## config.mk

```make
export PLATFORM = sky130hd
export DESIGN_NAME = mul_div_unit
export DESIGN_NICKNAME = d
export VERILOG_FILES = /design/src/rtl/mul_div_unit.sv
export SDC_FILE = /design/constraint.sdc
export NUM_CORES = 1
export LEC_CHECK = 0
export ABC_AREA = 1
export BUFFER_PORTS_ARGS = -buffer_cell sky130_fd_sc_hd__buf_2
export CAP_MARGIN = 20
export CORE_UTILIZATION = 25
export DETAILED_ROUTE_END_ITERATION = 10
export GPL_ROUTABILITY_DRIVEN = 0
export PLACE_DENSITY_LB_ADDON = 0.05
export SLEW_MARGIN = 5
export SYNTH_ARGS = -nofsm -noshare
export SYNTH_HDL_FRONTEND = slang
export SYNTH_SLANG_ARGS = --single-unit
```

## constraint.sdc

```tcl
create_clock -name clk -period 8.1 [get_ports clk]
set_input_delay 1.62 -clock clk [delete_from_list [all_inputs] [get_ports clk]]
set_output_delay 1.62 -clock clk [all_outputs]
set_load 0.01 [all_outputs]
```

## src/rtl/mul_div_unit.sv

```systemverilog
// mul_div_unit: iterative radix-2 multiply/divide unit with HI/LO result registers.
// Define MUL_DIV_UNIT_DIV_EN to compile in the divider (DIVU/DIV); without it divide ops are ignored.
//
// state | meaning
// IDLE  | waiting for start; direct HI/LO writes accepted
// RUN   | one shift-add or restoring-divide step per cycle, wide cycles
// DONE  | HI/LO just loaded; done pulses for this single cycle
module mul_div_unit #(
  parameter int wide = 32
) (
  input  logic            clk,
  input  logic            rst,
  input  logic            start,
  input  logic [1:0]      op,
  input  logic [wide-1:0] a,
  input  logic [wide-1:0] b,
  input  logic            we_hi,
  input  logic            we_lo,
  input  logic [wide-1:0] wd,
  output logic            busy,
  output logic            done,
  output logic [wide-1:0] hi,
  output logic [wide-1:0] lo
);

  localparam int cw = $clog2(wide);

  typedef enum logic [1:0] {IDLE, RUN, DONE} state_t;

  state_t            state, state_nxt;
  logic [cw-1:0]     cnt;
  logic [wide-1:0]   acc_hi, acc_lo, mb_q;
  logic              neg_q;
  logic              accept, last;
  logic              a_neg, b_neg;
  logic [wide-1:0]   a_mag, b_mag;
  logic [wide:0]     mul_sum;
  logic [wide-1:0]   step_hi, step_lo;
  logic [2*wide-1:0] result;

`ifdef MUL_DIV_UNIT_DIV_EN
  logic              is_div_q, rneg_q, div_zero_q;
  logic [wide-1:0]   a_q;
  logic [wide:0]     div_shift, div_trial;

  assign accept = start && (state == IDLE);
`else
  assign accept = start && (state == IDLE) && !op[1];
`endif

  assign last  = (cnt == '0);
  assign busy  = (state == RUN);
  assign done  = (state == DONE);

  // Both datapaths work on magnitudes; signs are reapplied when the result is loaded.
  assign a_neg = op[0] & a[wide-1];
  assign b_neg = op[0] & b[wide-1];
  assign a_mag = a_neg ? -a : a;
  assign b_mag = b_neg ? -b : b;

  // acc_lo holds the multiplier (or dividend) and shifts out one bit per step.
  assign mul_sum = {1'b0, acc_hi} + (acc_lo[0] ? {1'b0, mb_q} : '0);

  always_comb begin
    step_hi = mul_sum[wide:1];
    step_lo = {mul_sum[0], acc_lo[wide-1:1]};
`ifdef MUL_DIV_UNIT_DIV_EN
    div_shift = {acc_hi, acc_lo[wide-1]};
    div_trial = div_shift - {1'b0, mb_q};
    if (is_div_q) begin
      if (!div_trial[wide]) begin
        step_hi = div_trial[wide-1:0];
        step_lo = {acc_lo[wide-2:0], 1'b1};
      end else begin
        step_hi = div_shift[wide-1:0];
        step_lo = {acc_lo[wide-2:0], 1'b0};
      end
    end
`endif
  end

  always_comb begin
    result = neg_q ? -{step_hi, step_lo} : {step_hi, step_lo};
`ifdef MUL_DIV_UNIT_DIV_EN
    if (is_div_q) begin
      result[wide-1:0]      = neg_q  ? -step_lo : step_lo;
      result[2*wide-1:wide] = rneg_q ? -step_hi : step_hi;
      if (div_zero_q)
        result = {a_q, {wide{1'b1}}};
    end
`endif
  end

  always_comb begin
    state_nxt = state;
    case (state)
      IDLE:    if (accept) state_nxt = RUN;
      RUN:     if (last) state_nxt = DONE;
      DONE:    state_nxt = IDLE;
      default: state_nxt = IDLE;
    endcase
  end

  always_ff @(posedge clk or negedge rst) begin
    if (!rst) begin
      state  <= IDLE;
      cnt    <= '0;
      acc_hi <= '0;
      acc_lo <= '0;
      mb_q   <= '0;
      neg_q  <= 1'b0;
      hi     <= '0;
      lo     <= '0;
    end else begin
      state <= state_nxt;
      if (accept) begin
        cnt    <= cw'(wide - 1);
        acc_hi <= '0;
        acc_lo <= a_mag;
        mb_q   <= b_mag;
        neg_q  <= a_neg ^ b_neg;
      end else if (state == IDLE) begin
        if (we_hi) hi <= wd;
        if (we_lo) lo <= wd;
      end else if (state == RUN) begin
        acc_hi <= step_hi;
        acc_lo <= step_lo;
        cnt    <= cnt - cw'(1);
        if (last) {hi, lo} <= result;
      end
    end
  end

`ifdef MUL_DIV_UNIT_DIV_EN
  always_ff @(posedge clk or negedge rst) begin
    if (!rst) begin
      is_div_q   <= 1'b0;
      rneg_q     <= 1'b0;
      div_zero_q <= 1'b0;
      a_q        <= '0;
    end else if (accept) begin
      is_div_q   <= op[1];
      rneg_q     <= a_neg;
      div_zero_q <= (b == '0);
      a_q        <= a;
    end
  end
`endif

endmodule
```

==> metrics.md, run 1 <==
| Metric | Value |
|---|---|
| Lkg Pwr | 7.71 nW |
| Setup bufs post-CTS | 0 |
| Final HPWL from detailed placement | roughly 43000 um |
| Sw Ratio | 0.553 |
| TritonCTS sink count | ~170 |
| Outcome | finished, violations left |
| Clock power share | 0.121 |
| Placed Instances | between 2000 and 3000 |
| Comb power frac | 0.646 |
| Register clock-pin slew on the reported worst setup and hold paths | 70 ps |
| Die area | between 50000 and 60000 um^2 |
| Gr ovfl total | 0 |
| Post-CTS resize count | 0 |
| Global-route wire length before repair | a little over 80000 um |
| Depth of the CTS H-tree | 4 |
| # IOs | between 150 and 200 |
| Die width | 233 um |
| Worst-case clock buffer depth | 2 |
| Worst Tran Pin Value | 1040 ps |
| Yosys warns | 0 |
| Pin count of the biggest net entering global routing | 79 |
| Crit Path Class | primary input to flop |
| TritonCTS buffer count | 17 |
| Placeable core area | 52800 um^2 |
| Period utilisation layout | 0.488 |
| Failing checks | design-rule violations |
| Total power after layout | 6.69 mW |
| PwrDens | roughly 430 nW/um^2 |
| Area grow syn2layout | 15.8% |
| Detailed Route WL | 53600 um |
| # hold bufs at CTS | 0 |
| Min Hold Slack | 482 ps |
| RSZ-0062 raised after global routing | no |
| DR WL/cell | around 19 um |
| Synthesized cell area | 13400 um^2 |
| Root buffer cell | clkbuf_16 |
| Die Y | roughly 230 um |
| Fin nets | roughly 2300 |
| Worst Hold Class | flop to flop |
| Via count | roughly 14000 |
| Critical Path End Type | flop |
| Ys async rst share | 1.00 |
| Switch Pwr | 3.70 mW |
| Arr. time, crit path | approximately 4300 ps |
| Vias in the first global route | between 10000 and 15000 |
| Worst slew margin | 0.302 |
| Peak VDD IR | about 210 uV |
| Required @ worst endpoint | around 8500 ps |
| Ratio of cells with drive above 1 in the final layout | 0.152 |
| Via-per-instance ratio | between 4 and 5 |
| Pins Over Slew Limit | 0 |
| Startpoint Class | primary input |
| #FFs+latches synth | about 170 |
| Post-synth EDFFs | 0 |
| Post-synth top area cell | dfrtp_1 |
| Internal | about 3 mW |
| Final non-filler cell area | 15500 um^2 |
| Ant diodes | 0 |
| MaxCap Viol Count | 0 |
| Fin. Hold Viols | 0 |
| Final Non-Filler Cells | between 2000 and 3000 |
| Most common cell in the netlist | nand2_1 |
| Cells along the critical path | buf_2, nand2_1, clkinv_1, nand2_1, o21ai_1, a21oi_1, o21ai_1, inv_1, o21ai_0, a21oi_1, o21ai_1, o211ai_1 |
| Register area share after synthesis | 0.314 |
| Synth area leaders | dfrtp_1 (31%), nand2_1 (18%), inv_1 (6.9%) |
| Synth unique cells | 50 |
| Starting Density | 0.254 |
| First-pass detailed-route iteration total | 10 |
| Initial antenna violation count | 0 |
| Initial DRC Count | ~930 |
| Post-synthesis cell count | around 2100 |
| Final count of negative-setup-slack endpoints | 0 |
| Clock skew | around 14 ps |
| Syn Nets | 2203 |
| Antenna Nets Post-Route | 0 |
| Placed Area | around 15000 um^2 |
| Global Route Usage Sum | 0.201 |
| Final min period | 3950 ps |
| Synth cell count leaders | nand2_1 (630), inv_1 (246), nand3_1 (183), nor2_1 (173), dfrtp_1 (168) |
| CTS tree | built |
| DRC viols | 12 |
| Core Rows | 84 |
| Crit-path slowest cell | clkinv_1 |
| Clock Latency Late Sink | 500 ps |
| Sequential share of power | 0.233 |
| Setup TNS | 0 ps |
| Top-area cell type share of the netlist area | 0.314 |
| Main synth FF type | dfrtp_1 |
| Cell repeated most along the worst path | o21ai_1 |
| Max Freq | roughly 250 MHz |
| Mapped Avg Cell Area | between 6 and 7 um^2 |
| Port buffer count | roughly 170 |
| CP Max Fanout | 27 |
| Max stage delay on crit path | 760 ps |
registers in the layout, summed over array words and instances, names as in the netlist:
register,flops
state,2
acc_lo,32
hi,32
cnt,5
acc_hi,32
lo,32
mb_q,32
neg_q,1
power by group through the flow:
stage	clock network [mW]	registers, mW	logic [mW]
CTS	0.841	1.57	4.39
floorplan	0	1.55	2.80
finish	0.808	1.56	4.32
global route	0.868	1.62	4.84
global placement	0	1.58	4.36
detailed placement	0	1.57	4.38
final timing paths:
check	start	to	slack, ps	depth (start not counted)
hold / removal	lo[1]	lo[1]	480	2
min in group asynchronous	rst	acc_hi[20]	1180	1
hold reg to reg	lo[1]	lo[1]	480	2
max in group asynchronous	rst	lo[5]	5550	2
setup / recovery	op[0]	acc_lo[30]	4150	12
setup reg to reg	acc_lo[0]	hi[15]	4470	19
per-layer routing:
layer / track usage / part of all wire / wire length, um / up-vias
met5: 0 / 0 / 0 / -
met4: 0.0470 / 0.015 / 826 / 0
met3: 0.0333 / 0.032 / 1730 / 35
met2: 0.308 / 0.44 / 23800 / 231
met1: 0.292 / 0.51 / 27300 / 6388
li1: - / - / - / 6960
cell families after synthesis:
logic type | after synthesis | synth area share
buffers and inverters | 331 | 0.0941
xor gates and xnor gates | 41 | 0.0268
and+or+nand+nor | 1172 | 0.387
AOI/OAI and AO/OA | 312 | 0.141
DFF | 168 | 0.314
adders and majority gates | 38 | 0.0361
cells in the final DEF (no fill, tap or decap), types with 5 or more instances in the layout:
cell       count
xor2_1        25
nand4_1       24
nand2_1      630
o221ai_1      29
nand3_2       11
o21ai_0      125
nand2_2       38
a2bb2oi_1     21
nor3_2         5
nand3_1      183
nor2_2        22
nor2_1       171
xnor2_1       16
buf_4         14
o21ai_1        5
o31ai_1        6
o21a_1        22
dfrtp_1      167
ha_1          37
a21oi_1       76
nor3_1        35
a21boi_1       6
clkbuf_16     17
nor2_4         8
or2_2         14
inv_1        245
inv_2         14
nand3b_1      18
buf_2        167
critical path, delay by kind of cell:
kind,cells,cell delay [ps]
AOI/OAI and AO/OA,7,920
and+or+nand+nor,2,830
buffers and inverters,3,960
final cells by class:
cell class | instances | area [um^2]
clock buffers | 17 | 425
clock inverters | 15 | 123
fillers | 5967 | 37300
inverters | 263 | 987
multi-input cells | 1563 | 7950
flip-flops and latches | 168 | 4210
well taps | 688 | 861
repair buffers | 182 | 952
stage by stage:
step | utilization | worst slack, ps
2_1_floorplan | - | 4840
3_3_place_gp | 0.283 | 3530
3_5_place_dp | 0.283 | 3590
4_1_cts | 0.294 | 4120
5_1_grt | 0.294 | 3740
6_report | 0.294 | 4150
No activity file was read; power rests on OpenSTA's default activity.
==> run 2, diff against run 1 <==
==> constraint.sdc (replaced) <==
create_clock -name clk -period 3.43 [get_ports clk]
set_input_delay 0.686 -clock clk [delete_from_list [all_inputs] [get_ports clk]]
set_output_delay 0.686 -clock clk [all_outputs]
set_load 0.01 [all_outputs]
==> metrics.md, run 2 (synthesis results as in run 1) <==
| Metric | Value |
|---|---|
| Arr. time, crit path | 3590 ps |
| CTS tree | built |
| Area grow syn2layout | 20.5% |
| Worst-case clock buffer depth | 2 |
| CP Max Fanout | 31 |
| Antenna Nets Post-Route | 0 |
| Initial antenna violation count | 0 |
| Period utilisation layout | 0.933 |
| Depth of the CTS H-tree | 4 |
| Die width | approximately 230 um |
| Root buffer cell | clkbuf_16 |
| TritonCTS sink count | 168 |
| MaxCap Viol Count | 0 |
| Vias in the first global route | around 13000 |
| Gr ovfl total | 0 |
| Final Non-Filler Cells | 2913 |
| Final min period | about 3200 ps |
| First-pass detailed-route iteration total | 9 |
| Final HPWL from detailed placement | roughly 45000 um |
| Required @ worst endpoint | ~3800 ps |
| Commonest cells after routing, fill and taps aside | nand2_1 (617), inv_1 (245), nand3_1 (180) |
| Die Y | around 230 um |
| Worst Hold Class | primary input to asynchronous set/reset pin |
| R2R depth | 16 |
| Via count | about 14000 |
| Outcome | finished, violations left |
| DR WL/cell | just under 20 um |
| Reg-to-Reg End | hi[12] |
| Placeable core area | between 50000 and 60000 um^2 |
| Max Freq | about 310 MHz |
| Fillers | between 5000 and 6000 |
| Commonest non-fill, non-tap cell in the layout | nand2_1 |
| Final core utilization | 0.306 |
| Die area | between 50000 and 60000 um^2 |
| Ant diodes | 0 |
| Placed Instances | approximately 2900 |
| Pins Over Slew Limit | 0 |
| PwrDens | approximately 1000 nW/um^2 |
| Critical Path End Type | flop |
| Worst r2r src | acc_lo[0] |
| Worst slew margin | 0.412 |
| Initial DRC Count | slightly above 1000 |
| Critical path launch point | acc_lo[0] |
| Port buffer count | between 150 and 200 |
| Peak VDD IR | about 510 uV |
| TritonCTS buffer count | 17 |
| Fin. Hold Viols | 0 |
| Via-per-instance ratio | 4.76 |
| Global-route wire length before repair | ~86000 um |
| DRC viols | 13 |
| Starting Density | 0.254 |
| Register area | around 4200 um^2 |
| Clock skew | around 14 ps |
| Final count of negative-setup-slack endpoints | 0 |
| Failing checks | design-rule violations |
| Detailed Route WL | around 57000 um |
| Reg2Reg Setup Slack | about 230 ps |
| Fin nets | 2353 |
| Global Route Usage Sum | 0.213 |
| Clock Latency Late Sink | about 500 ps |
| Multi-input logic area | about 8300 um^2 |
| Startpoint Class | flop |
| Register clock-pin slew on the reported worst setup and hold paths | roughly 70 ps |
| # IOs | approximately 170 |
| Lkg Pwr | roughly 7.9 nW |
| Worst Tran Pin Value | slightly below 900 ps |
| # hold bufs at CTS | 0 |
| Crit Path Class | flop to flop |
| Ratio of cells with drive above 1 in the final layout | 0.182 |
| Pin count of the biggest net entering global routing | 67 |
| Core Rows | 84 |
## run 2: cell types whose count changed in the layout (fill, tap and decap cells not counted), sizes merged
cell / previous run / this run
bufinv: 0 / 3
clkinv: 12 / 8
buf: 182 / 199
clkinvlp: 3 / 0
clkbuf: 17 / 20
inv: 263 / 264
## run 2: worst max-delay path, cell delays in order, from the launching register on
cell and delay (ps):
dfrtp_1 420, buf_12 180, nand2_1 60, inv_1 60
fa_1 420, buf_4 180, xnor2_4 220, nand2_1 120
nor2_1 150, nand4_2 190, nor2_4 190, nand3_4 130
o21ai_4 260, nand2_1 80, nand3_1 150, nand3_1 130
o21a_1 150
## run 2: final cells by class
class | instances | share of cell area
clock inverter | 12 | 0.0102
clock buffer | 20 | 0.0283
inverter | 263 | 0.0612
tap | 688 | 0.0534
sequential | 168 | 0.261
multi-input combinational | 1563 | 0.518
timing repair buffer | 199 | 0.0685
## run 2: timing repair
item / CTS / global route
pin swaps: 0 / 7
gates resized for setup: 2 / 83
setup endpoints to repair: 5 / 19
setup buffers: 0 / 2
## run 2: through the flow
stage	area, um^2	hold WS (ps)	setup TNS (ps)	power [mW]	setup slack, ps
finish	16100	211	0	16.8	230
global route	16100	254	-6.33	18.4	-6.33
CTS	15700	226	0	16.5	32.2
detailed placement	15100	467	-233	14.3	-85.7
global placement	15100	461	-314	14.3	-114
floorplan	13400	390	0	10.3	666
## run 2: routing by layer
layer	part of all wire	global-route usage	wire length [um]
met3	0.032	0.0271	1820
met4	0.018	0.0615	1030
met2	0.45	0.329	25300
met1	0.50	0.308	28500
met5	0	0	0
## run 2: worst max-delay path by stage
stage | slack, ps | endpoint | depth (start not counted)
6_report | 230 | hi[12] | 16
5_1_grt | -6 | hi[29] | 21
3_5_place_dp | -90 | hi[30] | 21
4_1_cts | 30 | hi[20] | 20
3_3_place_gp | -110 | hi[29] | 19
2_1_floorplan | 670 | hi[16] | 16
## run 2: report_power, final
group / internal [mW] / leakage, nW / total (mW) / switching (mW)
Combinational: 3.53 / 5.56 / 10.9 / 7.34
Sequential: 2.97 / 2.00 / 3.81 / 0.834
Clock: 1.20 / 0.308 / 2.16 / 0.968
Total: 7.70 / 7.87 / 16.8 / 9.14
